File: src/rtl/pipe_pkg.sv
// Shared pipeline constants: default widths and bit positions inside the 5-bit ctrl bundle.
package pipe_pkg;

  localparam int unsigned DataWDef = 32;
  localparam int unsigned RegAwDef = 5;
  localparam int unsigned CtrlW    = 5;
  localparam int unsigned OutCtrlW = 4;

  localparam int unsigned BR  = 4;
  localparam int unsigned MR  = 3;
  localparam int unsigned MW  = 2;
  localparam int unsigned RW  = 1;
  localparam int unsigned M2R = 0;

endpackage

File: src/rtl/stage_entry_reg.sv
// One pipeline slot: a valid flag plus a payload word, with load and clear.
module stage_entry_reg #(
  parameter int unsigned W = 8
) (
  input  logic         clk,
  input  logic         rst_n,
  input  logic         load_i,
  input  logic         clear_i,
  input  logic [W-1:0] d_i,
  output logic         valid_o,
  output logic [W-1:0] q_o
);

  logic         valid_q;
  logic [W-1:0] data_q;

  // Clear wins over load so a flush always empties the slot.
  always_ff @(posedge clk or negedge rst_n) begin
    if (!rst_n) begin
      valid_q <= 1'b0;
      data_q  <= '0;
    end else if (clear_i) begin
      valid_q <= 1'b0;
    end else if (load_i) begin
      valid_q <= 1'b1;
      data_q  <= d_i;
    end
  end

  assign valid_o = valid_q;
  assign q_o     = data_q;

endmodule

File: src/rtl/ex_mem_stage.sv
// EX/MEM boundary: two-entry skid buffer toward memory plus an early taken-branch redirect.
module ex_mem_stage
  import pipe_pkg::*;
#(
  parameter int unsigned DATA_W = DataWDef,
  parameter int unsigned REG_AW = RegAwDef
) (
  input  logic                clk,
  input  logic                rst_n,
  input  logic                in_valid,
  output logic                in_ready,
  input  logic [DATA_W-1:0]   alu_result,
  input  logic                alu_zero,
  input  logic [DATA_W-1:0]   store_data,
  input  logic [DATA_W-1:0]   branch_target,
  input  logic [REG_AW-1:0]   rd,
  input  logic [CtrlW-1:0]    ctrl,
  input  logic                flush,
  output logic                out_valid,
  input  logic                out_ready,
  output logic [DATA_W-1:0]   out_addr,
  output logic [DATA_W-1:0]   out_wdata,
  output logic [REG_AW-1:0]   out_rd,
  output logic [OutCtrlW-1:0] out_ctrl,
  output logic                redirect_valid,
  output logic [DATA_W-1:0]   redirect_pc
);

  localparam int unsigned PW = 2 * DATA_W + REG_AW + OutCtrlW;

  logic [PW-1:0] in_pl, head_pl, skid_pl, head_d;
  logic          head_v, skid_v, skid_v_d;
  logic          head_load, head_clear, skid_load, skid_clear;
  logic          accept, pop;
  logic          rdy_q, redir_q, redir_d;
  logic [DATA_W-1:0] pc_q;

  assign in_pl  = {alu_result, store_data, rd, ctrl[MR:M2R]};
  assign accept = in_valid && rdy_q;
  assign pop    = head_v && out_ready;

  always_comb begin
    head_load  = 1'b0;
    head_clear = 1'b0;
    head_d     = in_pl;
    skid_load  = 1'b0;
    skid_clear = 1'b0;
    skid_v_d   = skid_v;
    if (flush) begin
      head_clear = 1'b1;
      skid_clear = 1'b1;
      skid_v_d   = 1'b0;
    end else begin
      if (!head_v || pop) begin
        if (skid_v) begin
          head_load = 1'b1;
          head_d    = skid_pl;
        end else if (accept) begin
          head_load = 1'b1;
        end else begin
          head_clear = 1'b1;
        end
      end
      if (skid_v && pop) begin
        if (accept) begin
          skid_load = 1'b1;
        end else begin
          skid_clear = 1'b1;
          skid_v_d   = 1'b0;
        end
      end else if (!skid_v && accept && head_v && !pop) begin
        skid_load = 1'b1;
        skid_v_d  = 1'b1;
      end
    end
  end

  assign redir_d = accept && !flush && ctrl[BR] && alu_zero;

  // in_ready tracks the next skid state from a flop, so out_ready never reaches it combinationally.
  always_ff @(posedge clk or negedge rst_n) begin
    if (!rst_n) begin
      rdy_q   <= 1'b0;
      redir_q <= 1'b0;
      pc_q    <= '0;
    end else begin
      rdy_q   <= !skid_v_d;
      redir_q <= redir_d;
      if (redir_d) begin
        pc_q <= branch_target;
      end
    end
  end

  stage_entry_reg #(
    .W(PW)
  ) u_head (
    .clk    (clk),
    .rst_n  (rst_n),
    .load_i (head_load),
    .clear_i(head_clear),
    .d_i    (head_d),
    .valid_o(head_v),
    .q_o    (head_pl)
  );

  stage_entry_reg #(
    .W(PW)
  ) u_skid (
    .clk    (clk),
    .rst_n  (rst_n),
    .load_i (skid_load),
    .clear_i(skid_clear),
    .d_i    (in_pl),
    .valid_o(skid_v),
    .q_o    (skid_pl)
  );

  assign in_ready       = rdy_q;
  assign out_valid      = head_v;
  assign {out_addr, out_wdata, out_rd, out_ctrl} = head_pl;
  assign redirect_valid = redir_q;
  assign redirect_pc    = pc_q;

endmodule

File: config.mk
export PLATFORM = sky130hd
export DESIGN_NAME = ex_mem_stage
export DESIGN_NICKNAME = d
export VERILOG_FILES = /design/src/rtl/pipe_pkg.sv /design/src/rtl/stage_entry_reg.sv /design/src/rtl/ex_mem_stage.sv
export SDC_FILE = /design/constraint.sdc
export NUM_CORES = 1
export LEC_CHECK = 0
export CORE_AREA = 2 2 123 185
export CTS_BUF_LIST = sky130_fd_sc_hd__clkbuf_8
export DETAILED_ROUTE_END_ITERATION = 10
export DIE_AREA = 0 0 125 187
export DONT_BUFFER_PORTS = 1
export HOLD_SLACK_MARGIN = 0.12
export PLACE_DENSITY_LB_ADDON = 0.3
export SLEW_MARGIN = 25
export SYNTH_ARGS = -nofsm -noshare
export SYNTH_HDL_FRONTEND = slang
export SYNTH_SLANG_ARGS = --single-unit
File: constraint.sdc
create_clock -name clk -period 2.9 [get_ports clk]
set_input_delay 0.58 -clock clk [delete_from_list [all_inputs] [get_ports clk]]
set_output_delay 0.58 -clock clk [all_outputs]
set_load 0.01 [all_outputs]
==> flow_metrics.py <==
metrics = {
    "status": {
        "outcome": "complete, but fails checks",
        "failed_checks": "hold timing",
    },
    "global_routing": {
        "grt_antenna_before_repair": 3,
        "grt_pass1_wl_um": 27400,
        "grt_pass1_vias": 5133,
        "grt.overflow.total": 0,
        "grt_max_degree": 183,
        "grt.total_usage_pct": 14.9,
    },
    "cells_and_area": {
        "syn2layout_area_growth_pct": 8.72,
        "instances_no_fill": 915,
        "drive_gt1_share_pct": 11.6,
        "layout_common_cells": "220 x inv_1, 182 x dfrtp_1, 73 x a222oi_1, 73 x mux2i_1, 32 x mux2_2",
        "layout_commonest_cell": "inv_1",
        "nets": 735,
    },
    "placed_design": {
        "gp_congestion": 0.783,
        "placedCellCount": 879,
        "dp_hpwl_um": 11100,
        "place_ws_ns": 0.919,
        "port_buffers": 0,
    },
    "pwr": {
        "cellLeakagePower_uw": 0.00466,
        "cellPowerDensity_nw_per_um2": 813,
        "vdd.ir_drop.worst_mv": 0.374,
    },
    "floorplanning": {
        "fp.dieW_um": 125,
        "ios": 220,
        "start_util_pct": 34.3,
        "die-area_um2": 23400,
        "rows": 67,
        "die_h_um": 187,
        "coreArea_um2": 22000,
    },
    "job": {
        "cap_violations": 0,
    },
    "detailed_routing": {
        "ant_nets": 0,
        "routed_wl_um": 17200,
        "remaining_drc_errors": 0,
        "vias": 4739,
        "wl_per_cell_um": 18.8,
        "first_iter_violations": 491,
        "firstDrtPassIters": 7,
        "avgViaCountPerCell": 5.18,
    },
    "timing": {
        "rsz0062_at_grt": "false",
        "finalSetupViolCount": 0,
        "relSlewSlack_pct": 41.3,
        "fin_crit_ns": 2.02,
        "skew_ns": 0.00971,
        "timing.hold.ws_ns": -0.192,
        "fmax_mhz": 496,
        "setup_tns_ns": 0,
        "report.final.slew_viol_count": 0,
        "hold_viol": 182,
        "postLayoutSetupSlackWorst_ns": 0.884,
        "period_share_pct": 69.5,
        "worstMarginPinSlew_ns": 0.881,
    },
    "cts": {
        "cts_tree": "built",
        "clk_path_buf_depth": 2,
        "insertion_delay_ns": 0.46,
        "numCtsBuffers": 17,
        "cts.sinks": 182,
        "path_clk_slew_ns": 0.10,
        "root_buffer": "clkbuf_8",
        "cts_max_level": 4,
        "postCtsHoldBufs": 1,
        "cts_resized": 0,
    },
    "critical_path": {
        "startpoint": "u_head.valid_o",
        "required_ns": 3.19,
        "cp_max_fo": 73,
        "endpoint_kind": "register",
        "crit_path_max_incr_delay_ns": 0.69,
        "reg2reg_from": "u_head.valid_o",
        "setup.worst_path.end": "u_head.q_o[48]",
        "cp_cell_sequence": "nor2b_2 -> nor3b_2 -> buf_4 -> a222oi_1",
        "critPathLaunchType": "register",
        "regToRegEndpoint": "u_head.q_o[48]",
        "timing.reg2reg.setup_slack_ns": 0.88,
        "path_delay_family": "buffers and inverters",
        "worstPathArrival_ns": 2.31,
        "criticalPathCategory": "register to register",
        "critical-path-slowest-cell": "buf_4",
        "cp.depth": 4,
        "reg2reg_depth": 4,
        "cp_num_buf_inv": 1,
    },
    "synthesis": {
        "synthTopCellsByArea": "dfrtp_1 60%, inv_1 11%, a222oi_1 9.7%, mux2i_1 9.7%, mux2_2 4.8%",
        "ys_seq_area_share_pct": 60.5,
        "yosysWarnings": 0,
        "syn_nets": 745,
        "postSynthAreaPerCell_um2": 11.9,
        "yosys.cell_types.count": 23,
        "yosys_register_bits": 182,
        "postSynthCellCount": 633,
        "synth_top_area_share_pct": 60.5,
        "syn-cell-area_um2": 7530,
        "yosys.area.top_type": "dfrtp_1",
    },
    "worst_hold_path": {
        "hold_class": "primary input to async pin",
    },
}
## worst min path at each step
stage	cells past startpoint	slack (ns)	endpoint	start
2_1_floorplan	0	0.28	in_ready	rst_n
3_3_place_gp	0	0.29	u_skid.q_o[56]	rst_n
3_5_place_dp	0	0.29	u_head.q_o[54]	rst_n
4_1_cts	0	-0.25	u_skid.q_o[46]	rst_n
5_1_grt	0	-0.25	u_head.q_o[70]	rst_n
6_report	0	-0.19	u_skid.q_o[56]	rst_n
## cells by family (layout without fill, tap and decap cells)
logic type,count (synthesis),count (layout),share of synthesized area (%)
buf+inv,255,258,13.8
compound gates,77,77,10.0
mux,105,105,14.5
other cells,0,3,0
flops,182,182,60.5
xor+xnor,1,1,0.116
simple gates,13,13,1.11
## synth_stat cells
cell type / number
a21o_1: 1
a21oi_1: 2
a222oi_1: 73
and2_1: 1
buf_1: 7
buf_2: 20
buf_6: 8
clkbuf_1: 1
dfrtp_1: 182
inv_1: 219
mux2_2: 32
mux2i_1: 73
nand2_1: 4
nand4b_1: 1
nor2_1: 1
nor2b_2: 1
nor3_1: 1
nor3_2: 1
nor3b_1: 1
nor4_2: 1
o21ai_0: 1
or3_1: 1
xnor2_1: 1
## cell type report
| class | count | area [um^2] |
|---|---|---|
| multi-input cells | 196 | 1960 |
| clock buffers | 18 | 248 |
| well taps | 276 | 345 |
| diodes | 3 | 7.51 |
| flip-flops and latches | 182 | 4550 |
| inverters | 219 | 822 |
| clock inverters | 14 | 175 |
| fillers | 2177 | 13800 |
| repair buffers | 7 | 80.1 |
## per-stage QoR
step / total power (uW) / utilization [%] / area [um^2]
global route: 7080 / 37.3 / 8180
floorplan: 4560 / - / 7530
detailed placement: 4900 / 35.3 / 7750
global placement: 4780 / 35.3 / 7750
finish: 6660 / 37.3 / 8190
CTS: 6780 / 37.3 / 8180
## timing repair
action,in CTS,in global routing
setup endpoints to repair,0,0
buffers inserted,0,0
endpoints found under the hold margin,184,182
## power by group
part           switching, uW  total [uW]  internal (uW)
Sequential               546        3780           3240
Clock                    953        1840            882
Combinational            560        1040            484
Total                   2060        6660           4600
## registers in the layout, indices dropped and copies added, names as in the netlist
register	flops
in_ready	1
redirect_pc	32
redirect_valid	1
u_head.q_o	73
u_head.valid_o	1
u_skid.q_o	73
u_skid.valid_o	1
## routing by layer
layer	share of wire, %	GRT usage [%]
met5	0	0
met4	3.3	7.14
met3	8.2	5.75
met2	53	26.1
met1	36	15.4
(Power assumes the default switching activity.)
